`src/rtl/pic_pkg.sv`:
```
// Shared types and helpers for the PIC interrupt request register.
// Holds the acknowledge FSM state type and the priority search function.
package pic_pkg;

    // Widest channel count any PIC block in this slice supports.
    localparam int MAX_IRQ = 32;

    // Default channel count and the index reported on a spurious acknowledge.
    localparam int DEF_NUM_IRQ  = 8;
    localparam int SPURIOUS_IDX = DEF_NUM_IRQ - 1;

    // Acknowledge handshake: IDLE waits for the first INTA, ACK1 for the second.
    typedef enum logic [0:0] {
        IDLE = 1'b0,
        ACK1 = 1'b1
    } ack_state_t;

    // Result of a priority search over a request vector.
    typedef struct packed {
        logic       found;
        logic [4:0] idx;
    } prio_t;

    // Lowest set index wins; found=0 when the vector is empty.
    function automatic prio_t prio_first(input logic [MAX_IRQ-1:0] vec);
        prio_t r;
        r.found = 1'b0;
        r.idx   = '0;
        for (int i = MAX_IRQ - 1; i >= 0; i--) begin
            if (vec[i]) begin
                r.found = 1'b1;
                r.idx   = 5'(i);
            end
        end
        return r;
    endfunction

endpackage

```
`src/rtl/irq_line_sync.sv`:
```
// Two-flop synchronizer bank for asynchronous IR request pins.
// Used only when IRQ_SYNC_EN is defined.
module irq_line_sync #(
    parameter int W = 8
) (
    input  logic         clk,
    input  logic         reset,
    input  logic [W-1:0] d,
    output logic [W-1:0] q
);

    logic [W-1:0] meta;

    // Two back-to-back flops; both clear to 0 on reset.
    always_ff @(posedge clk) begin
        if (reset) begin
            meta <= '0;
            q    <= '0;
        end else begin
            meta <= d;
            q    <= meta;
        end
    end

endmodule

```
`src/rtl/irq_request_latch.sv`:
```
// Interrupt request register with masking, priority select and INTA handshake.
// Define IRQ_SYNC_EN to pass irq_lines through a 2-flop synchronizer first.
module irq_request_latch
    import pic_pkg::*;
#(
    parameter int NUM_IRQ = 8,
    parameter int IDX_W   = $clog2(NUM_IRQ)
) (
    input  logic               clk,
    input  logic               reset,
    input  logic [NUM_IRQ-1:0] irq_lines,
    input  logic [NUM_IRQ-1:0] trig_level,
    input  logic [NUM_IRQ-1:0] imr,
    input  logic               inta,
    output logic [NUM_IRQ-1:0] irr,
    output logic               int_req,
    output logic [IDX_W-1:0]   ack_idx,
    output logic               ack_spurious,
    output logic               ack_valid
);

    localparam int SPUR_IDX = NUM_IRQ - 1;

    logic [NUM_IRQ-1:0] line;
    logic [NUM_IRQ-1:0] prev_line;
    logic [NUM_IRQ-1:0] cand;
    logic [NUM_IRQ-1:0] clr_mask;
    logic [NUM_IRQ-1:0] irr_n;
    ack_state_t         state;
    ack_state_t         state_n;
    prio_t              pf;
    logic               first_ack;
    logic               second_ack;

`ifdef IRQ_SYNC_EN
    irq_line_sync #(
        .W (NUM_IRQ)
    ) u_sync (
        .clk   (clk),
        .reset (reset),
        .d     (irq_lines),
        .q     (line)
    );
`else
    assign line = irq_lines;
`endif

    // Pick the highest-priority unmasked pending request.
    always_comb begin
        cand = irr & ~imr;
        pf   = prio_first(MAX_IRQ'(cand));
    end

    // Handshake step decode and next state.
    always_comb begin
        state_n    = state;
        first_ack  = 1'b0;
        second_ack = 1'b0;
        unique case (state)
            IDLE: begin
                if (inta) begin
                    first_ack = 1'b1;
                    state_n   = ACK1;
                end
            end
            ACK1: begin
                if (inta) begin
                    second_ack = 1'b1;
                    state_n    = IDLE;
                end
            end
            default: state_n = IDLE;
        endcase
    end

    // Next request bits: edge/level capture, then the acknowledge clear on top.
    always_comb begin
        clr_mask = '0;
        irr_n    = irr;
        for (int i = 0; i < NUM_IRQ; i++) begin
            clr_mask[i] = first_ack && pf.found && (pf.idx == 5'(i));
            if (trig_level[i]) begin
                irr_n[i] = line[i];
            end else if (line[i] && !prev_line[i]) begin
                irr_n[i] = 1'b1;
            end else if (!line[i]) begin
                irr_n[i] = 1'b0;
            end
            if (clr_mask[i]) begin
                irr_n[i] = 1'b0;
            end
        end
    end

    // FSM state register; reset aborts any handshake in progress.
    always_ff @(posedge clk) begin
        if (reset) begin
            state <= IDLE;
        end else begin
            state <= state_n;
        end
    end

    // Request bits and line history; history resets high so held lines are not edges.
    always_ff @(posedge clk) begin
        if (reset) begin
            irr       <= '0;
            prev_line <= '1;
        end else begin
            irr       <= irr_n;
            prev_line <= line;
        end
    end

    // Registered CPU-facing outputs and the captured acknowledge result.
    always_ff @(posedge clk) begin
        if (reset) begin
            int_req      <= 1'b0;
            ack_idx      <= '0;
            ack_spurious <= 1'b0;
            ack_valid    <= 1'b0;
        end else begin
            int_req   <= (state_n == IDLE) && (|cand);
            ack_valid <= second_ack;
            if (first_ack) begin
                if (pf.found) begin
                    ack_idx      <= IDX_W'(pf.idx);
                    ack_spurious <= 1'b0;
                end else begin
                    ack_idx      <= IDX_W'(SPUR_IDX);
                    ack_spurious <= 1'b1;
                end
            end
        end
    end

endmodule

```
`config.mk`:
```
export PLATFORM = sky130hd
export DESIGN_NAME = irq_request_latch
export DESIGN_NICKNAME = d
export VERILOG_FILES = /design/src/rtl/pic_pkg.sv /design/src/rtl/irq_line_sync.sv /design/src/rtl/irq_request_latch.sv
export SDC_FILE = /design/constraint.sdc
export NUM_CORES = 1
export LEC_CHECK = 0
export CELL_PAD_IN_SITES_DETAIL_PLACEMENT = 0
export CELL_PAD_IN_SITES_GLOBAL_PLACEMENT = 1
export CORE_MARGIN = 2
export CORE_UTILIZATION = 27
export DETAILED_ROUTE_END_ITERATION = 8
export HOLD_SLACK_MARGIN = 0.06
export PLACE_DENSITY_LB_ADDON = 0.1
export SETUP_SLACK_MARGIN = 0.05
export SLEW_MARGIN = 10
export SYNTH_ARGS = -nofsm -noshare
export SYNTH_HDL_FRONTEND = slang
export SYNTH_SLANG_ARGS = --single-unit
```
`constraint.sdc`:
```
create_clock -name clk -period 1.2 [get_ports clk]
set_input_delay 0.12 -clock clk [delete_from_list [all_inputs] [get_ports clk]]
set_output_delay 0.12 -clock clk [all_outputs]
set_load 0.005 [all_outputs]
```
### After elaboration in Yosys (flattened, before gate mapping)

Cells that the tools add are included.

| storage, ports and cells | value |
|---|---|
| flip-flop bits (word level) | 23 |
| bits in latches | 0 |
| RAM bits | 0 |
| memory bits (read-only) | 0 |
| output and inout port bits | 14 |
| memories kept | 0 |

| cells by class | value |
|---|---|
| $add $sub $neg | 0 |
| multiply operators | 0 |
| div/mod/pow operators | 0 |
| magnitude comparators | 0 |
| equality and inequality tests | 15 |
| shift operators | 0 |
| multiplexer cells | 38 |
| bitwise gates (word level) | 4 |
| reduce and logical (&&, ||, !) cells | 37 |

Operators with widths:

| cell | number |
|---|---|
| $mux W6 | 8 |
| $mux W1 | 28 |
| $ne A3 B1 Y1 const B | 8 |
| $eq A5 B3 Y1 const B | 4 |
| $logic_and A1 B1 Y1 | 18 |
| $reduce_or A2 Y1 | 9 |
| $eq A5 B2 Y1 const B | 2 |
| $and A8 B8 Y8 | 1 |
| $logic_not A1 Y1 | 8 |
| $not A8 Y8 | 1 |
| $reduce_or A8 Y1 | 1 |
| $eq A5 B1 Y1 const B | 1 |
| $logic_not A5 Y1 | 1 |
| $mux W3 | 1 |
| $not A1 Y1 | 2 |
| $pmux W1 S2 | 1 |

### Depth between registers and ports, before layout

Gate-level depths: netlist of the first run.

| logic depth | value |
|---|---|
| word-level depth | 13 |
| gate-level depth with buffers | 6 |
| mapped depth without buffers | 6 |

### Worst setup path after synthesis of the first run

Ideal clock, no wire load.

| timing | value |
|---|---|
| path type | reg2reg |
| start point | register state |
| end point | register irr[5] |
| library setup time | 120 ps |
| arrival time | 1222 ps |
| required time | 1080 ps |
| slack | -142 ps |
| stages on the path, launching flop included | 7 |
| cell sequence | dfxtp_1 -> inv_1 -> ha_1 -> inv_2 -> nor3_4 -> nand2_1 -> o31a_1 |

| between the ends | value |
|---|---|
| word-level cells in the longest chain between the ends | 4 |

RTL lines:

| what | line | RTL |
|---|---|---|
| start: declaration | irq_request_latch.sv:29 | `ack_state_t state;` |
| start signal: assignment | irq_request_latch.sv:100 | `state <= state_n;` |
| $mux W1 | irq_request_latch.sv:59 | `unique case (state)` |
| named net first_ack | irq_request_latch.sv:32 | `logic first_ack;` |
| $logic_and A1 B1 Y1 (2 in a row) | irq_request_latch.sv:81 | `clr_mask[i] = first_ack && pf.found && (pf.idx == 5'(i));` |
| $reduce_or A2 Y1 (no source line) | - |  |
| end signal: assignment | irq_request_latch.sv:110 | `irr <= irr_n;` |
| end: declaration | irq_request_latch.sv:15 | `output logic [NUM_IRQ-1:0] irr,` |

The timed path passes the listed nets, and every way through them passes these cells.
A chain may end at the register's enable or synchronous reset.

### Final worst setup path of the first run

| timing | value |
|---|---|
| start point | input port imr[2] |
| end point | register ack_idx[0] |

| between the ends | value |
|---|---|
| word-level cells in the longest chain between the ends | 6 |

RTL lines:

| what | line | RTL |
|---|---|---|
| start: declaration | irq_request_latch.sv:13 | `input logic [NUM_IRQ-1:0] imr,` |
| $not A8 Y8 | irq_request_latch.sv:50 | `cand = irr & ~imr;` |
| $and A8 B8 Y8 | irq_request_latch.sv:50 |  |
| $mux W6 (3 in a row) | pic_pkg.sv:30 | `if (vec[i]) begin` |
| $mux W3 | irq_request_latch.sv:126 | `if (pf.found) begin` |
| end signal: assignment | irq_request_latch.sv:127 | `ack_idx <= IDX_W'(pf.idx);` |
| end signal: assignment | irq_request_latch.sv:130 | `ack_idx <= IDX_W'(SPUR_IDX);` |
| end: declaration | irq_request_latch.sv:17 | `output logic [IDX_W-1:0] ack_idx,` |

Every way passes these cells.

==> flow_summary.ini, run 1 <==
[outcome]
status = complete, but fails checks
violations = negative setup slack

[routing]
vias = 989
routed_wl_mm = 2.45
remaining_drc_errors = 0
drt_iter0_markers = 13
wl_per_cell_um = 11.2
detail-route-antenna-nets = 0
first_pass_iters = 4
via_per_inst = 4.52

[setup_path]
cp.required_ns = 1.37
critPathKind = input pin to flip-flop
max_stage_delay_ns = 0.47
worstPathCellList = clkdlybuf4s50_1 > and2b_4 > nor3_2 > a211oi_4 > a311oi_1
cp-start-kind = input pin
path_max_fanout = 5
slowest_stage = clkdlybuf4s50_1
worst_setup_path_end_kind = flip-flop
cp.arrival_ns = 1.41

[synthesis]
muxShareOfSynthArea_pct = 0
synthesis.area_per_instance_sq_um = 9.33
synthDistinctLibCells = 35
synth_top_family_by_area = simple AND/OR/NAND/NOR gates
synth_compound_area_share_pct = 14.3
ys.warnings.count = 0
synth.cell_area_sq_um = 998
synth-seq-cells = 23
ys_seq_area_share_pct = 46.1
yosys.area_share.simple_pct = 36.5
synthAdderAreaFrac_pct = 1.25
synthCells = 107
synth-xor-area-share_pct = 0
synth_fp_nets = 135

[cells_and_area]
layout_commonest_cell = clkdlybuf4s50_1
final_cells = 219
final_area_sq_mm = 0.00180
drive_above_1_share_pct = 41.5
fin_nets = 200
diodes = 0
utilization_pct = 50.0
area_growth_pct = 80.7
final_cell_mix = clkdlybuf4s50_1, buf_4, dlygate4sd2_1

[power_and_ir_drop]
p_int_mw = 1.33
clockPowerShare_pct = 27.1
powerDensity_mw_per_mm2 = 981
comb_power_share_pct = 25.2
power.switching_mw = 0.444
seqPwrFrac_pct = 47.7
vdd_ir_drop_max_mv = 0.340
p_leak_nw = 0.782
fin_total_pwr_mw = 1.77
switching_share_pct = 25.1

[timing]
rsz0062_at_grt = yes
fin_crit_ns = 1.25
slew-limit-headroom_pct = 81.3
fin_crit_sh_pct = 104
tightest_slew_ns = 0.277
fmax_mhz = 803
final_max_slew_viol_count = 0
hold_violations = 0
fin_ws_ns = -0.0451
setup_violations = 4
fin_skew_ns = 0.00356

[clock_network]
cts_hold_buffers = 0
cts_buffers = 3
h-tree-depth = 1
clock-root-buffer = clkbuf_8
clock_path_buffers = 2
tritoncts = built
clkLatencyLatePin_ns = 0.26
cts_sinks = 23
cts.clk_slew.worst_paths_ns = 0.08

[floorplan]
initial_core_util_pct = 27.7
die_area_sq_mm = 0.00420
std_cell_rows = 22
chipHeight_um = 64.8
fp.dieW_um = 64.8
fp.coreArea_sq_mm = 0.00361
pin_count = 41

[place]
dp.final_hpwl_mm = 1.93
place_congestion = 0.807
place_inst = 212
placed_area_sq_mm = 0.00161
place.port_buffers = 40
dp_slack_ns = -0.377

[run]
cap_violations = 0

[global_routing]
grt_start_max_net_pins = 14
grt_usage_pct = 13.0
grt_pass1_wl_mm = 4.33
grt_antenna_before_repair = 0
grt_overflow_total = 0
first_global_vias = 1020

[worst_hold_path]
hold_path.class = input pin to flip-flop
stage by stage:
step                      hold slack (ns)  TNS (ns)
after floorplan                     0.220         0
after global placement              0.398     -3.03
after detailed placement            0.406     -3.32
after CTS                           0.305   -0.0625
after global routing                0.306    -0.460
final                               0.310    -0.121
power by group through the flow:
stage,Sequential [mW],Clock [mW],Combinational (mW)
finish,0.844,0.479,0.447
global placement,0.855,0,0.409
CTS,0.845,0.498,0.428
global route,0.851,0.542,0.491
floorplan,0.859,0,0.161
detailed placement,0.856,0,0.412
Yosys cell counts (all sizes together):
cell type / number / area (sq um)
dfxtp: 23 / 460
nor2: 15 / 56.3
nand2b: 13 / 81.3
or2: 8 / 50.0
nand2: 6 / 22.5
a21oi: 5 / 25.0
a221oi: 5 / 50.0
and2b: 3 / 28.8
inv: 3 / 11.3
nor2b: 3 / 21.3
nor3: 3 / 26.3
clkbuf: 2 / 7.51
nand4: 2 / 12.5
a2111oi: 1 / 8.76
a211oi: 1 / 12.5
a311oi: 1 / 8.76
a31o: 1 / 8.76
a31oi: 1 / 6.26
and2: 1 / 8.76
and3: 1 / 6.26
and3b: 1 / 8.76
ha: 1 / 12.5
nand3b: 1 / 7.51
nand4bb: 1 / 11.3
nor3b: 1 / 7.51
nor4b: 1 / 15.0
o21ai: 1 / 5.00
o311ai: 1 / 8.76
o31a: 1 / 8.76
state kept, by name (all words and copies together) (netlist names):
signal and count:
state 1, prev_line 8, int_req 1, ack_idx 3, ack_spurious 1, irr 8, ack_valid 1
path summary, 6_finish.rpt:
check | slack (ns) | startpoint | to | cells after the start
worst min-delay path | 0.31 | inta | ack_valid | 2
worst min register to register | 0.41 | prev_line[6] | irr[6] | 1
worst max-delay path | -0.05 | imr[2] | ack_idx[0] | 5
worst max register to register | -0.03 | irr[2] | ack_idx[0] | 4
timing repair:
| item | in CTS | in global routing |
|---|---|---|
| setup endpoints to repair | 25 | 14 |
| pin swaps | 9 | 6 |
| resized for setup | 44 | 15 |
| buffers inserted | 2 | 1 |
| cloned | 0 | 0 |
logic make-up (layout without fill, tap and decap cells):
group | after synthesis | count (layout)
compound gates | 18 | 18
fa+ha+maj | 1 | 1
buf+inv | 5 | 69
flops | 23 | 23
simple gates | 60 | 60
worst max-delay path, delay by kind of cell:
kind / cells / cell delay (ns)
buf+inv: 1 / 0.47
simple gates: 2 / 0.49
compound gates: 2 / 0.33
metal layers:
metal	part of all wire [%]	vias up	GRT usage, %
li1	-	502	-
met1	44	460	16.0
met2	51	25	22.8
met3	4.6	2	2.43
met4	0.57	0	3.99
met5	0	-	0
layout make-up:
type	instances	area, sq um
Clock buffer	3	41.3
Clock inverter	1	5.00
Fill cell	366	1800
Inverter	3	16.3
Multi-Input combinational cell	79	641
Sequential cell	23	480
Tap cell	48	60.1
Timing Repair Buffer	62	561
Note: power is estimated with default switching activity, not from simulation.
==> run 2: changes to the inputs <==
--- a/config.mk
+++ b/config.mk
@@ -5,9 +5,9 @@
 export SDC_FILE = /design/constraint.sdc
 export NUM_CORES = 1
 export LEC_CHECK = 0
+export ABC_AREA = 1
 export CELL_PAD_IN_SITES_DETAIL_PLACEMENT = 0
 export CELL_PAD_IN_SITES_GLOBAL_PLACEMENT = 1
-export CORE_MARGIN = 2
 export CORE_UTILIZATION = 27
 export DETAILED_ROUTE_END_ITERATION = 8
 export HOLD_SLACK_MARGIN = 0.06
==> run 2 against run 1 <==
  * Combinational power is 4% lower
  * Utilization is 4.6 points lower
  * Final cell count is 8.7% higher
  * The run still ends with negative setup slack left
  * Sequential power hardly changed
  * Total power is 1.0% lower
  * Clock skew is 0.00078 ns higher
==> flow_summary.ini, run 2 <==
[cells_and_area]
area_growth_pct = 61.2
diodes = 0
final_area_sq_mm = 0.00167
layout_commonest_cell = clkdlybuf4s50_1
reg.largest.list = irr x8, prev_line x8, ack_idx x3
final_cell_mix = clkdlybuf4s50_1, nand2_1, inv_1
drive_above_1_share_pct = 32.1
utilization_pct = 45.4
fin_nets = 219

[setup_path]
crit_buf_inv = 4
worst_setup_path_end_kind = flip-flop
cp.required_ns = 1.37
cp-start-kind = flip-flop
rr_startpoint = irr[3]
max_stage_delay_ns = 0.33
path_max_fanout = 7
cp.arrival_ns = 1.38
cpMostUsedCell = inv_2
path_delay_family = simple AND/OR/NAND/NOR gates
worstPathCellList = inv_2 > or2_4 > nand2_4 > inv_2 > nand2_2 > nand2_4 > inv_2 > nand3_1 > nand2_1 > inv_1
critPathLaunch = irr[3]
slowest_stage = dfxtp_2
critPathKind = flip-flop to flip-flop

[synthesis]
synthesis.area_per_instance_sq_um = 7.81
ys_seq_area_share_pct = 44.3
synth_common_cells = inv_1, dfxtp_1, nand2_1
synth_top_area_share_pct = 44.3
async_flop_share_pct = 0
yosys.cell_count.top_type = inv_1
ys.warnings.count = 0
synthDistinctLibCells = 22
synth.largest_area_cell = dfxtp_1
synthTopCellsByArea = dfxtp_1, inv_1, nand2_1, nand2_2, a211oi_1
synthCells = 133
synth_edf_count = 0
synth.cell_area_sq_mm = 0.00104
synth_flop_cell = dfxtp_1
synth-seq-cells = 23
synth_fp_nets = 161

[timing]
setup_violations = 3
fmax_mhz = 825
slew-limit-headroom_pct = 83.5
tightest_slew_ns = 0.246
hold_violations = 0
final_max_slew_viol_count = 0
fin_skew_ns = 0.00434
fin_ws_ns = -0.0121
fin_crit_sh_pct = 101
fin_crit_ns = 1.21
rsz0062_at_grt = yes

[clock_network]
cts_hold_buffers = 0
cts.clk_slew.worst_paths_ns = 0.08
cts_buffers = 3
clock_path_buffers = 2
h-tree-depth = 1
clkLatencyLatePin_ns = 0.26
clock-root-buffer = clkbuf_8
tritoncts = built
cts_sinks = 23

[global_routing]
grt_overflow_total = 0
first_global_vias = 1026
grt_pass1_wl_mm = 4.17
grt_usage_pct = 13.4
grt_antenna_before_repair = 0
grt_start_max_net_pins = 14

[routing]
remaining_drc_errors = 0
via_per_inst = 4.26
detail-route-antenna-nets = 0
vias = 1013
routed_wl_mm = 2.38
wl_per_cell_um = 9.98
drt_iter0_markers = 22
first_pass_iters = 4

[place]
dp.final_hpwl_mm = 1.87
placed_area_sq_mm = 0.00157
place_congestion = 0.737
dp_slack_ns = -0.277
place.port_buffers = 40

[power_and_ir_drop]
p_leak_nw = 0.837
vdd_ir_drop_max_mv = 0.449
powerDensity_mw_per_mm2 = 1050

[floorplan]
std_cell_rows = 22
fp.coreArea_sq_mm = 0.00369
chipHeight_um = 64.0
die_area_sq_mm = 0.00410
initial_core_util_pct = 28.2
fp.dieW_um = 64.0
pin_count = 41

[worst_hold_path]
hold_path.class = input pin to flip-flop
hold_path.startpoint = irq_lines[4]

[outcome]
violations = negative setup slack
status = complete, but fails checks

[run]
cap_violations = 0
run 2: cell types whose count changed after synthesis, moves of 5 or more:
cell / delta
nand2_1: +17
inv_1: +22
nand2b_1: -13
nand2_2: +8
a211oi_1: +6
nand3_1: +5
run 2: final timing paths:
| kind | to | slack [ns] | cells after the start |
|---|---|---|---|
| min | prev_line[4] | 0.41 | 3 |
| max | irr[6] | -0.01 | 10 |
| min reg2reg | ack_valid | 0.44 | 2 |
| max reg2reg | irr[6] | -0.01 | 10 |
run 2: repair_timing:
item / in CTS / in global routing
gates resized for setup: 27 / 9
pin swaps: 5 / 3
endpoints found under the setup margin: 26 / 13
buffers inserted: 2 / 2
run 2: cell families (layout without fill, tap and decap cells):
kind of cell	after synthesis	in the layout	share of synthesized area, %
buffers and inverters	28	85	10.1
adders and majority gates	1	1	1.20
DFF	23	23	44.3
and+or+nand+nor	64	64	33.9
AOI/OAI and AO/OA	17	17	10.5
run 2: worst min-delay path: stages:
cell and delay, ns:
clkdlybuf4s50_1 0.39, inv_1 0.07, nand2_1 0.05
run 2: through the flow:
| stage | total power [mW] | std cells | TNS (ns) | hold WS, ns |
|---|---|---|---|---|
| final | 1.75 | 238 | -0.0202 | 0.406 |
| after detailed placement | 1.28 | 230 | -2.57 | 0.436 |
| after CTS | 1.76 | 236 | -0.0482 | 0.406 |
| after global routing | 1.87 | 238 | -0.710 | 0.413 |
| after global placement | 1.27 | 230 | -2.55 | 0.426 |
| after floorplan | 1.05 | 133 | 0 | 0.217 |
run 2: cell type report:
cell class	instances	area, sq um
fillers	402	2010
well taps	48	60.1
multi-input cells	82	495
inverters	26	97.6
flip-flops and latches	23	472
clock inverters	1	5.00
clock buffers	3	41.3
repair buffers	55	503
run 2: metal layers:
| layer | vias up | part of all wire [%] | GRT usage (%) |
|---|---|---|---|
| li1 | 527 | - | - |
| met1 | 459 | 47 | 15.8 |
| met4 | 0 | 1.9 | 6.82 |
| met2 | 22 | 47 | 22.6 |
| met3 | 5 | 4.3 | 3.04 |
| met5 | - | 0 | 0 |
run 2: report_power, final:
group	total, mW	leakage, nW	switching (mW)	internal (mW)
registers	0.844	0.194	0.0247	0.820
clock network	0.477	0.0255	0.246	0.232
logic	0.430	0.617	0.193	0.237
==> RTL change: new RTL, flow settings as in run 1 <==
The option `IRQ_SYNC_EN` is turned on by a define.
--- a/src/rtl/irq_request_latch.sv
+++ b/src/rtl/irq_request_latch.sv
@@ -1,5 +1,7 @@
 // Interrupt request register with masking, priority select and INTA handshake.
 // Define IRQ_SYNC_EN to pass irq_lines through a 2-flop synchronizer first.
+`define IRQ_SYNC_EN
+
 module irq_request_latch
     import pic_pkg::*;
 #(
Behaviour: not the same (Yosys sat finds a counterexample within 4 cycles, from zero or initial values and one cycle with reset high).
==> RTL change against run 1 <==
  * The flow still finishes with violations (negative setup slack)
  * Sequential share of layout area increased by 7.4 points
  * Critical path depth decreased by 1
  * Power increased by 46%
  * Area after synthesis increased by 41%
  * Sequential cell count increased by 16
  * Design area increased by 28%
  * Routed wire length increased by 36%
  * Via count increased by 19%
  * Clock skew increased by 0.0046 ns
  * Synthesized cell count increased by 29%
  * Count of clock-buffer cells in the layout increased by 4
  * Setup slack got worse by 0.30 ns
==> RTL change: results <==
[run_status]
status = "finished with violations"
violations = "negative setup slack"

[final_layout]
fill_cells = 516
drive_above_1_share = 0.3223
nets = 238

[grt]
grt_pass1_vias = 1202
grt_pass1_wl_mm = 5.506
grt_max_degree = 13
grt.total_usage = 0.1214

[setup_path]
endpoint = "irr[7]"
timing.critical_path.from = "irr[2]"
worstPathArrival_ns = 1.72
cp_slowest_cell = "or4_4"

[place]
hpwl_mm = 2.494

[synthesis]
yosysUniqueCellTypes = 34
synth.top_cells.by_count = "dfxtp_1 (39), nor2b_1 (20), inv_1 (10), nand2_1 (9), nor2_1 (7)"
synthTopCellsByArea = "dfxtp_1 (56%), nor2b_1 (8.9%), inv_1 (2.7%), nand2_1 (2.4%), a21oi_1 (2.1%)"

[detailed_routing]
wl_per_cell_um = 11.89
vias_per_cell = 4.196
drtIter0Drc = 20

[sta]
clock_skew_ns = 0.008204
finalWorstSetupSlack_ns = -0.3430
finalSetupViolations = 10
tns_ns = -1.638
max-slew-margin-rel = 0.7219

[pwr]
vdd_drop_max_mv = 0.5758
p_switching_uw = 597.9
leakage_uw = 0.0009818

[cts]
cts_max_level = 2
RTL change: cell count changes after synthesis, moves of 8 or more:
| cell | run 1 | this run |
|---|---|---|
| nor2_1 | 15 | 7 |
| dfxtp_1 | 23 | 39 |
| nor2b_1 | 2 | 20 |
| inv_1 | 2 | 10 |
| nand2b_1 | 13 | 4 |
RTL change: how the worst min path moves through the flow:
stage	start	end	slack, ns	cells after the start
finish	imr[0]	irr[0]	0.25	2
global route	imr[0]	irr[0]	0.25	2
CTS	imr[0]	irr[0]	0.25	2
detailed placement	u_sync.q[1]	prev_line[1]	0.40	2
global placement	u_sync.q[1]	prev_line[1]	0.40	2
floorplan	irq_lines[0]	u_sync.meta[0]	0.25	1
RTL change: layer usage:
metal	global-route usage	wire length, um	up-vias
met2	0.2143	1685	24
met3	0.04028	150	6
met5	0	0	-
met4	0.04909	54	0
li1	-	-	613
met1	0.1342	1451	536
RTL change: cell families after synthesis:
kind of cell               synth area share
AOI/OAI and AO/OA                    0.1149
adders and majority gates          0.008903
buffers and inverters               0.03740
DFF                                  0.5557
and+or+nand+nor                      0.2832
RTL change: through the flow:
| step | setup slack (ns) | total power, uW | instances | util | instance area (sq um) |
|---|---|---|---|---|---|
| after floorplan | -0.2990 | 1542 | 138 | - | 1420 |
| after global placement | -0.6227 | 1753 | 271 | 0.4122 | 2092 |
| after detailed placement | -0.6537 | 1757 | 271 | 0.4122 | 2092 |
| after CTS | -0.3389 | 2615 | 279 | 0.4453 | 2260 |
| after global routing | -0.3878 | 2721 | 281 | 0.4561 | 2315 |
| final | -0.3430 | 2591 | 281 | 0.4561 | 2315 |
RTL change: worst register-to-register path, cell delays in order, from the launching register on:
cell	delay, ns
dfxtp_2	0.32
nor2b_4	0.13
or4_4	0.57
nor4b_4	0.29
a2111oi_1	0.12
RTL change: final cells by class:
cell class              instances  share of cell area
flip-flops and latches         39              0.3405
multi-input cells              85              0.3038
repair buffers                 68              0.2649
well taps                      70             0.03784
clock buffers                   7             0.03297
inverters                      11             0.01784
clock inverters                 1            0.002162
RTL change: timing repair:
| item | 4_1_cts | 5_1_grt |
|---|---|---|
| hold buffers | 0 | 0 |
| gates resized for setup | 42 | 12 |
| pin swaps | 8 | 6 |
| setup endpoints to repair | 27 | 16 |
| buffers inserted | 0 | 3 |
RTL change: power by group through the flow:
stage          logic, uW  registers (uW)  clock network (uW)
6_report             369            1380                 839
5_1_grt              402            1390                 927
4_1_cts              358            1380                 873
3_5_place_dp         343            1410                   0
3_3_place_gp         342            1410                   0
2_1_floorplan        129            1410                   0
